<file path="config.mk">
export PLATFORM = sky130hd
export DESIGN_NAME = serial_magnitude_comparator
export DESIGN_NICKNAME = d
export VERILOG_FILES = /design/src/rtl/serial_magnitude_comparator.sv
export SDC_FILE = /design/constraint.sdc
export NUM_CORES = 1
export LEC_CHECK = 0
export ABC_AREA = 1
export CAP_MARGIN = 20
export CORE_ASPECT_RATIO = 0.9
export CORE_MARGIN = 2
export CORE_UTILIZATION = 45
export CTS_BUF_LIST = sky130_fd_sc_hd__clkbuf_8
export DETAILED_ROUTE_END_ITERATION = 8
export GPL_TIMING_DRIVEN = 1
export HOLD_SLACK_MARGIN = 0.06
export PLACE_DENSITY = 0.8
export SKIP_LAST_GASP = 1
export SLEW_MARGIN = 40
export SYNTH_ARGS = -nofsm -noshare
export SYNTH_HDL_FRONTEND = slang
export SYNTH_SLANG_ARGS = --single-unit
</file>
<file path="constraint.sdc">
create_clock -name clk -period 3.3 [get_ports clk]
set_input_delay 0.66 -clock clk [delete_from_list [all_inputs] [get_ports clk]]
set_output_delay 0.66 -clock clk [all_outputs]
set_load 0.05 [all_outputs]
</file>
<file path="src/rtl/serial_magnitude_comparator.sv">
// Bit-serial magnitude comparator: scans two WIDTH-bit operands MSB-first, one bit per clock,
// stopping at the first differing bit; unsigned or two's-complement selected per request.
module serial_magnitude_comparator #(
    parameter int WIDTH = 8,
    parameter int CNT_W = $clog2(WIDTH + 1)
) (
    input  logic             clk,
    input  logic             n_rst,
    input  logic             start,
    input  logic [WIDTH-1:0] a,
    input  logic [WIDTH-1:0] b,
    input  logic             signed_mode,
    output logic             busy,
    output logic             done,
    output logic             gt,
    output logic             eq,
    output logic             lt,
    output logic [CNT_W-1:0] cycles
);

    localparam int               IDX_W   = $clog2(WIDTH);
    localparam logic [IDX_W-1:0] MSB_IDX = IDX_W'(WIDTH - 1);

    typedef enum logic [1:0] {
        S_IDLE,
        S_SHIFT,
        S_DONE
    } state_t;

    state_t           r_state;
    state_t           w_next_state;
    logic [WIDTH-1:0] r_a;
    logic [WIDTH-1:0] r_b;
    logic             r_signed;
    logic [IDX_W-1:0] r_idx;
    logic             r_gt;
    logic             r_eq;
    logic             r_lt;
    logic [CNT_W-1:0] r_cycles;

    logic w_accept;
    logic w_bit_a;
    logic w_bit_b;
    logic w_differ;
    logic w_last;
    logic w_at_sign;

    assign w_accept  = (r_state == S_IDLE) && start;
    assign w_bit_a   = r_a[r_idx];
    assign w_bit_b   = r_b[r_idx];
    assign w_differ  = w_bit_a ^ w_bit_b;
    assign w_last    = (r_idx == '0);
    // A differing sign bit inverts the sense: the operand with the 1 is the negative one.
    assign w_at_sign = r_signed && (r_idx == MSB_IDX);

    always_comb begin
        w_next_state = r_state;
        unique case (r_state)
            S_IDLE:  if (start) w_next_state = S_SHIFT;
            S_SHIFT: if (w_differ || w_last) w_next_state = S_DONE;
            S_DONE:  w_next_state = S_IDLE;
            default: w_next_state = S_IDLE;
        endcase
    end

    always_ff @(posedge clk) begin
        if (!n_rst) begin
            r_state  <= S_IDLE;
            r_gt     <= 1'b0;
            r_eq     <= 1'b0;
            r_lt     <= 1'b0;
            r_cycles <= '0;
        end else begin
            r_state <= w_next_state;
            if (w_accept) begin
                r_gt     <= 1'b0;
                r_eq     <= 1'b0;
                r_lt     <= 1'b0;
                r_cycles <= '0;
            end else if (r_state == S_SHIFT) begin
                r_cycles <= r_cycles + CNT_W'(1);
                if (w_differ) begin
                    r_gt <= w_at_sign ? w_bit_b : w_bit_a;
                    r_lt <= w_at_sign ? w_bit_a : w_bit_b;
                end else if (w_last) begin
                    r_eq <= 1'b1;
                end
            end
        end
    end

    // NOTE: operand/index registers carry no reset; they are always loaded on accept before SHIFT reads them.
    always_ff @(posedge clk) begin
        if (w_accept) begin
            r_a      <= a;
            r_b      <= b;
            r_signed <= signed_mode;
            r_idx    <= MSB_IDX;
        end else if (r_state == S_SHIFT && !w_differ && !w_last) begin
            r_idx <= r_idx - IDX_W'(1);
        end
    end

    assign busy   = (r_state != S_IDLE);
    assign done   = (r_state == S_DONE);
    assign gt     = r_gt;
    assign eq     = r_eq;
    assign lt     = r_lt;
    assign cycles = r_cycles;

endmodule

</file>
======== After elaboration in Yosys (flattened, before gate mapping) ========
Cells that the tools add are included.
word-level totals
  bits of input ports ..................... 20
  bits in read-only memories .............. 0
  bits in latches ......................... 0
  output and inout port bits .............. 9
  register bits after elaboration ......... 29
  bits in writable memories ............... 0
  memories kept ........................... 0
cells by class
  bitwise logic cells ..................... 3
  $lt $le $gt $ge ......................... 1
  multiply operators ...................... 0
  div/mod/pow operators ................... 0
  shifts and indexed selects .............. 0
  mux-type cells .......................... 9
  add/sub/neg operators ................... 2
  reductions and logical operators ........ 14
  eq/ne operators ......................... 5
operators by type and width
  cell                                                  count
  binary-select mux 1 bit (select 3 bit)                2
  adder 4 x 1 -> 4 bit (second input constant)          1
  logical AND 1 bit                                     4
  < comparator 3 x 4 -> 1 bit (second input constant)   1
  2-to-1 mux 1 bit                                      4
  2-to-1 mux 2 bit                                      2
  != test 2 bit (second input constant)                 2
  one-hot mux 2 bit (2 select lines)                    1
  AND reduction 2 bit                                   2
  equality test 3 bit (second input constant)           1
  zero test 3 bit                                       1
  AND reduction 3 bit                                   1
  subtractor 3 x 1 -> 3 bit (second input constant)     1
  equality test 2 x 1 -> 1 bit (second input constant)  1
  equality test 2 bit (second input constant)           1
  zero test 1 bit                                       2
  zero test 2 bit                                       1
  inverter 1 bit                                        2
  nonzero test 2 bit                                    1
  OR reduction 2 bit                                    1
  logical OR 1 bit                                      1
  XOR 1 bit                                             1

======== Logic depth before layout (Yosys ltp) ========
Gate-level depths: netlist of the first run.
  word-level depth ........................ 6
  gate-level depth with buffers ........... 13
  gate-level depth less buffers ........... 12

======== Worst setup path after synthesis of the first run ========
Ideal clock, no wire load.
  path type ............................... register -> output
  start point ............................. reg r_state[1]
  end point ............................... out done
  arrival time ............................ 0.997 ns
  stages on the path, launching flop included .. 3
  data required time ...................... 2.640 ns
  setup slack ............................. 1.643 ns
  cells stage by stage .................... dfxtp_1 inv_1 nor2_1
between the ends
  cells in the longest elaborated chain, start to end .. 1
RTL lines
  what                      line  source
  start: declaration        30    state_t r_state;
  start signal: assignment  74    r_state <= w_next_state;
  equality test 2 bit       105   assign done = (r_state == S_DONE);
  end: declaration          14    output logic done,
No other way between the ends.

======== Final worst setup path of the first run ========
Same ends and word-level chain as after synthesis.

==> results list, run 1 <==
- Once the clock tree was built, the resizer swapped 0 gates to a different size.
* Row cnt: 19
- Once detail routing completed, the nets flagged for antenna violations numbered 0.
- Clock Pin Slew Worst Setup and Hold Paths: 60 ps
- The longest clock path from root to sink contains 2 buffers.
- Max-slew headroom at the worst pin: 0.532
- The number of slew-limit violations in the final report is 0.
- Worst reg-to-reg setup slack: 1590 ps
- Total routing resource utilization after global routing: 0.148
- Syn-to-layout area delta: 27.4%
* Vias per cell: 4.48
* Setup repair after global routing missed its margin: false
- HP Class: reg2reg
- Part of the Yosys area used for sequential elements: 0.530
- For this run, asynchronously set or reset flops after synthesis account for 0.
- PortBufs: 28
- The critical path goes through inv_1 > nor2_1 > clkdlybuf4s50_1.
- Storage element area: 751 sq um
- Number of antenna violations at the first check in global routing: 0
* Critical path fanouts, max: 2
- Post CTS Setup Buffer Count: 0
* Number of synthesized register bits: 29
* WL per Instance: 9.51 um
- After synthesis the cells add up to 1420 sq um.
* Ys Warns: 0
* Mean area per synthesized cell: 8.59 sq um
* Xor-xnor portion of the synthesized cell area: 0.00618
- From bottom edge to top edge, the die measures 57.2 um.
* Pre-Repair DR Iteration Count: 4
* Count of pins on the block boundary: 29
* Top cells by count, synth: 44 x sky130_fd_sc_hd__nand2_1, 32 x sky130_fd_sc_hd__inv_1, 19 x sky130_fd_sc_hd__nand3_1
- Of the total power, the clock network draws 0.222.
- Cell accounting for the most synthesized area: sky130_fd_sc_hd__edfxtp_1
- Post-detailed-route DRC marker count: 0
* Most numerous cell in the Yosys netlist: sky130_fd_sc_hd__nand2_1
- Of the cells placed in the final design, the portion with a size suffix greater than 1 is 0.106.
- Placer congestion estimate: 0.807
* Longest individual stage delay on the worst path: 810 ps
* Critical path type: reg2out
* Unique cell type count in the Yosys netlist: 21
* Highest clock rate: 452 MHz
- STA puts the critical path data required time at 2640 ps.
- Sorting the synthesized cells by area gives the leading types as sky130_fd_sc_hd__edfxtp_1 36%, sky130_fd_sc_hd__dfxtp_1 17%, sky130_fd_sc_hd__nand2_1 12%.
* Number of nets in the synthesized netlist: 189
* Final worst-path cycle share: 0.670
- CTS tree: built
* Insertion delay of the later-clocked pin in the worst-skew pair: 270 ps
* Worst path arrival time: 1550 ps
* Max-cap violations: 0
- Internal power comes to 0.739 mW.
* Setup_tns: 0 ps
* Worst IR drop on VDD: 0.433 mV
* Total leakage power: 0.839 nW
- Routed vias: 1075
- The cell family contributing the most delay on the critical path is buffers and inverters.
* Number of buffers inserted during clock tree synthesis: 5
* Total area of multi-input combinational cells: 504 sq um
- Share of cell area taken by muxes after synthesis: 0
- The share of total power dissipated in sequential elements is 0.411.
- Switching pwr: 0.442 mW
- For this run, the share of the core covered by cells in the final layout is 0.598.
- Part of the total power dissipated in combinational logic: 0.367
- The first global-routing pass estimated 4060 um of wire.
- The number of antenna diodes in the final layout is 0.
- The root buffer cell chosen for the clock tree is sky130_fd_sc_hd__clkbuf_8.
- CP startpoint kind: flip-flop
- The net count of the finished layout is 221.
* Count of placed standard cells in the final layout, fillers left out: 240
* Number of global-route vias before repair: 952
* Crit path capture type: output pin
- Fraction of power spent switching nets: 0.374
- Core box area: 3020 sq um
- The first routing iteration left 25 violations.
* Overflow left after global routing: 0
* H-tree lvl count: 2
- Status: complete, no violations
- After technology mapping, the gate count stands at 165.
- In this run the horizontal extent of the chip is 63.2 um.
- After synthesis, the largest family of logic cells by area is simple AND/OR/NAND/NOR gates.
* Post-detailed-routing wire length: 2280 um
* Maximum number of pins on one net before global-route repair: 19
- Hold_buf cts: 0
- Once detailed placement completed, the half-perimeter wirelength came to 1720 um.
- Final Setup Violations: 0
* Final hold violations: 0
- Post-synth top flop: sky130_fd_sc_hd__edfxtp_1
- Placed Instances: 232
- The clock net in this run drives a total of 29 sinks.
- The share of synthesized area in the top cell type comes to 0.360.
- Starting density of the core: 0.470
- CP Buf/Inv Count: 2
- The die covers 3620 sq um.
- Fill cells in the final layout number 280.
- The area fraction in compound gates after synthesis came to 0.0203.
- For the pin with the worst max-slew slack, the measured transition is 701 ps.
- On the final layout, the worst clock skew is 1.80 ps.
- Counting flops with a built-in enable in the synthesized netlist gives 17.
- Min Clock Period, post-route: 2210 ps
- Dividing total power by cell area gives a power density of 654 nW/um^2.
- Hold timing on the final database bottoms out at a slack of 466 ps.
- Simple-gate share of the synthesized area: 0.294
- Of the total synthesized cell area, the portion taken by full adders, half adders and majority gates is 0.0353.
- Slowest stage cell on the critical path: sky130_fd_sc_hd__clkdlybuf4s50_1
-- placed cells by master, fill, tap and decap left out --
cell type	netlist	final
sky130_fd_sc_hd__clkbuf_8	0	5
sky130_fd_sc_hd__nand2_2	9	9
sky130_fd_sc_hd__nand2_4	1	1
sky130_fd_sc_hd__nand2_1	44	44
sky130_fd_sc_hd__clkinv_2	0	2
sky130_fd_sc_hd__inv_2	1	1
sky130_fd_sc_hd__edfxtp_1	17	17
sky130_fd_sc_hd__clkdlybuf4s50_1	0	28
sky130_fd_sc_hd__a21oi_2	1	1
sky130_fd_sc_hd__inv_8	1	1
sky130_fd_sc_hd__ha_1	4	4
sky130_fd_sc_hd__and3_1	1	1
sky130_fd_sc_hd__nor3b_1	1	1
sky130_fd_sc_hd__xor2_1	1	1
sky130_fd_sc_hd__a21oi_1	4	4
sky130_fd_sc_hd__nor2_1	9	9
sky130_fd_sc_hd__nand3_1	19	19
sky130_fd_sc_hd__nand3_4	1	1
sky130_fd_sc_hd__inv_1	32	33
sky130_fd_sc_hd__nor3_1	1	1
sky130_fd_sc_hd__dfxtp_1	12	12
sky130_fd_sc_hd__nand4_1	3	3
-- power by group through the flow --
| stage | logic [mW] | registers [mW] | clock network [mW] |
|---|---|---|---|
| final | 0.433 | 0.486 | 0.262 |
| after global routing | 0.492 | 0.493 | 0.289 |
| after global placement | 0.430 | 0.492 | 0 |
| after detailed placement | 0.436 | 0.493 | 0 |
| after floorplan | 0.356 | 0.487 | 0 |
| after CTS | 0.438 | 0.486 | 0.270 |
-- state kept, by name, summed over array words and instances (netlist names) --
| signal | flops |
|---|---|
| eq | 1 |
| cycles | 4 |
| r_b | 8 |
| lt | 1 |
| r_idx | 3 |
| r_a | 8 |
| gt | 1 |
| r_signed | 1 |
| r_state | 2 |
-- kinds of logic after synthesis --
group	after synthesis
AOI/OAI and AO/OA	5
adders and majority gates	4
xor gates and xnor gates	1
DFF	29
buffers and inverters	37
and+or+nand+nor	89
-- layer usage --
layer	GRT usage	wire (um)
met5	0	0
met2	0.228	1020
met4	0.0857	55
met3	0.0434	74
met1	0.187	1130
-- layout make-up --
| cell class | instances | area share |
|---|---|---|
| sequential | 29 | 0.416 |
| multi-input combinational | 99 | 0.279 |
| timing repair buffer | 28 | 0.155 |
| inverter | 34 | 0.0748 |
| clock buffer | 5 | 0.0381 |
| tap | 42 | 0.0291 |
| clock inverter | 3 | 0.00762 |
-- final timing paths --
| kind | startpoint | end | cells past startpoint |
|---|---|---|---|
| min | eq$_SDFFE_PP0P_ | eq$_SDFFE_PP0P_ | 2 |
| min reg2reg | eq$_SDFFE_PP0P_ | eq$_SDFFE_PP0P_ | 2 |
| max | r_state[1]$_SDFFE_PN0P_ | done | 3 |
| max reg2reg | r_state[0]$_SDFFE_PN0P_ | cycles[3]$_SDFFE_PP0P_ | 6 |
-- worst min-delay path, stage by stage, from the launching register on --
cell and delay, ps:
sky130_fd_sc_hd__dfxtp_1 310, sky130_fd_sc_hd__inv_1 50, sky130_fd_sc_hd__a21oi_1 50
-- metrics by stage --
stage	power (mW)	setup slack [ps]	area, sq um
detailed placement	0.929	959	1720
floorplan	0.843	1640	1420
global route	1.27	1060	1810
global placement	0.921	994	1720
CTS	1.19	1080	1810
finish	1.18	1090	1810
Note: power is estimated with default switching activity, not from simulation.
==> run 2, diff against run 1 <==
==> constraint.sdc (replaced) <==
create_clock -name clk -period 2.2 [get_ports clk]
set_input_delay 0.44 -clock clk [delete_from_list [all_inputs] [get_ports clk]]
set_output_delay 0.44 -clock clk [all_outputs]
set_load 0.05 [all_outputs]
==> run 2 against run 1 <==
- total power increased by 51%
- core utilization increased by 0.21 points
- non-clock buffer count increased by 1
- setup slack got worse by 850 ps
- die area unchanged
- worst hold slack got worse by 3.3 ps
- global-route usage increased by 0.74 points
- cell count increased by 0.42%
- register-to-register slack got worse by 1100 ps
- first-iteration DRC count increased by 110%
- clock power increased by 53%
- critical endpoint unchanged
- largest cell class unchanged
==> results list, run 2 (synthesis gave the netlist of run 1 again) <==
* Min Clock Period, post-route: 1960 ps
- The startpoint identified for the worst register-to-register timing path is r_idx[0]$_SDFFE_PP1P_.
* Final worst-path cycle share: 0.891
- WL per Instance: 9.49 um (-0.20%)
- Final #Nets: 222 (+0.45%)
* Worst clock skew on the final layout: 6.48 ps (+4.68 ps)
- Maximum number of pins on one net before global-route repair: 18 (-1)
* Number of buffers inserted during clock tree synthesis: 5 (unchanged)
* PortBufs: 28 (unchanged)
- The number of H-tree levels came to 2 (unchanged).
- Hold_buf cts: 0 (unchanged)
- Y dimension of the die: 57.2 um (unchanged)
- Crit path capture type: output pin
- Worst reg-to-reg setup slack: 520 ps (-1070 ps)
* Total power density per cell area: 986 nW/um^2 (+51%)
- The slowest stage of the critical path is the sky130_fd_sc_hd__clkdlybuf4s50_1 cell.
* Max-slew headroom at the worst pin: 0.645 (+0.113)
- Post-DP Area: 1730 sq um (+0.44%)
* Number of global-route vias before repair: 951 (-0.11%)
- Worst path arrival time: 1520 ps (-30 ps)
- Most common cell after layout, fill and taps aside: sky130_fd_sc_hd__nand2_1
* HP Class: reg2reg
* Insertion delay of the later-clocked pin in the worst-skew pair: 280 ps (about the same)
- The diode insertion count for antenna repair came to 0 (unchanged).
- Final hold violations: 0 (unchanged)
- The HPWL after detailed placement came to 1620 um (-6.0%).
- The peak per-stage delay on the critical path is 800 ps (about the same).
- Fin worst setup slack: 240 ps (-849 ps)
- The design area came to 1810 sq um (+0.35%).
- Routed vias: 1107 (+3.0%)
- The die footprint is 3620 sq um (unchanged).
* Endpoint of the most critical register-to-register path: r_idx[0]$_SDFFE_PP1P_
- Vias per cell: 4.59 (+2.5%)
- Row cnt: 19 (unchanged)
* Post-placement setup slack: 502 ps (-457 ps)
* Highest clock rate: 510 MHz
- The critical path data required time was 1760 ps (-880 ps).
* CTS tree: built
- First DRT Iteration DRCs: 52 (+110%)
- The actual transition at the worst max-transition pin is 531 ps (-169 ps).
* Post CTS Setup Buffer Count: 0 (unchanged)
- Post-detailed-routing wire length: 2290 um (+0.22%)
- The placeable core region came to 3020 sq um (unchanged).
- The number of slew-limit violations in the final report is 0 (unchanged).
- The overall power after layout was 1.79 mW (+51%).
* Critical path type: reg2out
- Share of post-route cells with drive strength above 1: 0.106 (-0.000533)
- The wire length of the first global-routing pass came to 4130 um (+1.5%).
- The number of sinks driven by the clock tree is 29 (unchanged).
* Critical path fanouts, max: 2 (unchanged)
- The post-layout utilization of the core was 0.600 (+0.00207).
- Starting density of the core: 0.470 (unchanged)
* Post-detailed-route DRC marker count: 0 (unchanged)
* Syn-to-layout area delta: 27.8%
- Pre-Repair DR Iteration Count: 4 (unchanged)
- The worst hold slack is 463 ps (-3.28 ps).
* Worst Reg2Reg Path Length in Cells: 11 (+5)
- Setup repair after global routing left no endpoint under its margin.
- The die width came to 63.2 um (unchanged).
* Stages on the worst setup path: 3 (unchanged)
* Setup_tns: 0 ps (unchanged)
- In this run the worst setup path terminates at done.
- Worst Setup SP: r_state[1]$_SDFFE_PN0P_
* Number of nets with antenna violations after routing: 0 (unchanged)
- The library cells used most frequently in the layout, excluding fill and tap cells, are 44 x sky130_fd_sc_hd__nand2_1, 32 x sky130_fd_sc_hd__inv_1, 28 x sky130_fd_sc_hd__clkdlybuf4s50_1, 19 x sky130_fd_sc_hd__nand3_1, 17 x sky130_fd_sc_hd__edfxtp_1.
* Status: complete, no violations
- Fill cell instance count of the final layout: 273 (-2.5%)
- The maximum root-to-sink buffer count came to 2 (unchanged).
- Clock Pin Slew Worst Setup and Hold Paths: 60 ps (about the same)
* Overflow left after global routing: 0 (unchanged)
- Cell class contributing the biggest share of worst-path delay: buffers and inverters
* Total leakage power: 0.838 nW (-0.13%)
- Traced cell by cell, the critical path runs through inv_1 > nor2_1 > clkdlybuf4s50_1.
- The initial antenna violation count came to 0 (unchanged).
* Count of placed standard cells in the final layout, fillers left out: 241 (+0.42%)
- The cell count after placement came to 233 (+0.43%).
- Final Setup Violations: 0 (unchanged)
- The number of max-capacitance violations reported came to 0 (unchanged).
- The weighted congestion at the end of routability-driven global placement is 0.812 (+0.55%).
- The number of gates resized after CTS was 0 (unchanged).
* Total routing resource utilization after global routing: 0.155 (+0.00735)
- STA classifies the critical path startpoint as a flip-flop.
- The number of top-level pins is 29 (unchanged).
* Clock root buffer master: sky130_fd_sc_hd__clkbuf_8
* CP Buf/Inv Count: 2 (unchanged)
- Worst IR drop on VDD: 0.553 mV (+28%)
## run 2: layer usage
layer | global-route usage | up-vias | share of wire
met5 | 0 | - | 0
met4 | 0.0857 | 0 | 0.023
met3 | 0.0651 | 4 | 0.049
met2 | 0.222 | 29 | 0.46
met1 | 0.200 | 491 | 0.47
li1 | - | 583 | -
## run 2: how the worst min path moves through the flow
| stage | cells after the start | end | slack (ps) | startpoint |
|---|---|---|---|---|
| finish | 2 | eq$_SDFFE_PP0P_ | 460 | eq$_SDFFE_PP0P_ |
| global route | 2 | eq$_SDFFE_PP0P_ | 490 | eq$_SDFFE_PP0P_ |
| CTS | 2 | eq$_SDFFE_PP0P_ | 460 | eq$_SDFFE_PP0P_ |
| detailed placement | 2 | eq$_SDFFE_PP0P_ | 450 | eq$_SDFFE_PP0P_ |
| global placement | 2 | eq$_SDFFE_PP0P_ | 450 | eq$_SDFFE_PP0P_ |
| floorplan | 2 | r_idx[1]$_SDFFE_PP1P_ | 520 | r_idx[1]$_SDFFE_PP1P_ |
## run 2: layout make-up
| class | instances | area (sq um) | share of cell area |
|---|---|---|---|
| clock buffer | 5 | 68.8 | 0.0380 |
| tap | 42 | 52.6 | 0.0290 |
| inverter | 34 | 135 | 0.0746 |
| multi-input combinational | 99 | 504 | 0.278 |
| sequential | 29 | 751 | 0.414 |
| timing repair buffer | 29 | 288 | 0.159 |
| clock inverter | 3 | 12.5 | 0.00691 |
## run 2: where the power goes
group	internal [mW]	total (mW)	switching, mW	leakage, nW
clock network	0.212	0.400	0.188	0.0430
logic	0.239	0.660	0.421	0.534
registers	0.659	0.726	0.0665	0.260
total	1.11	1.79	0.676	0.838
## run 2: worst min-delay path, cell delays in order, from the launching register on
cell,delay (ps)
sky130_fd_sc_hd__dfxtp_1,310
sky130_fd_sc_hd__inv_1,50
sky130_fd_sc_hd__a21oi_1,60
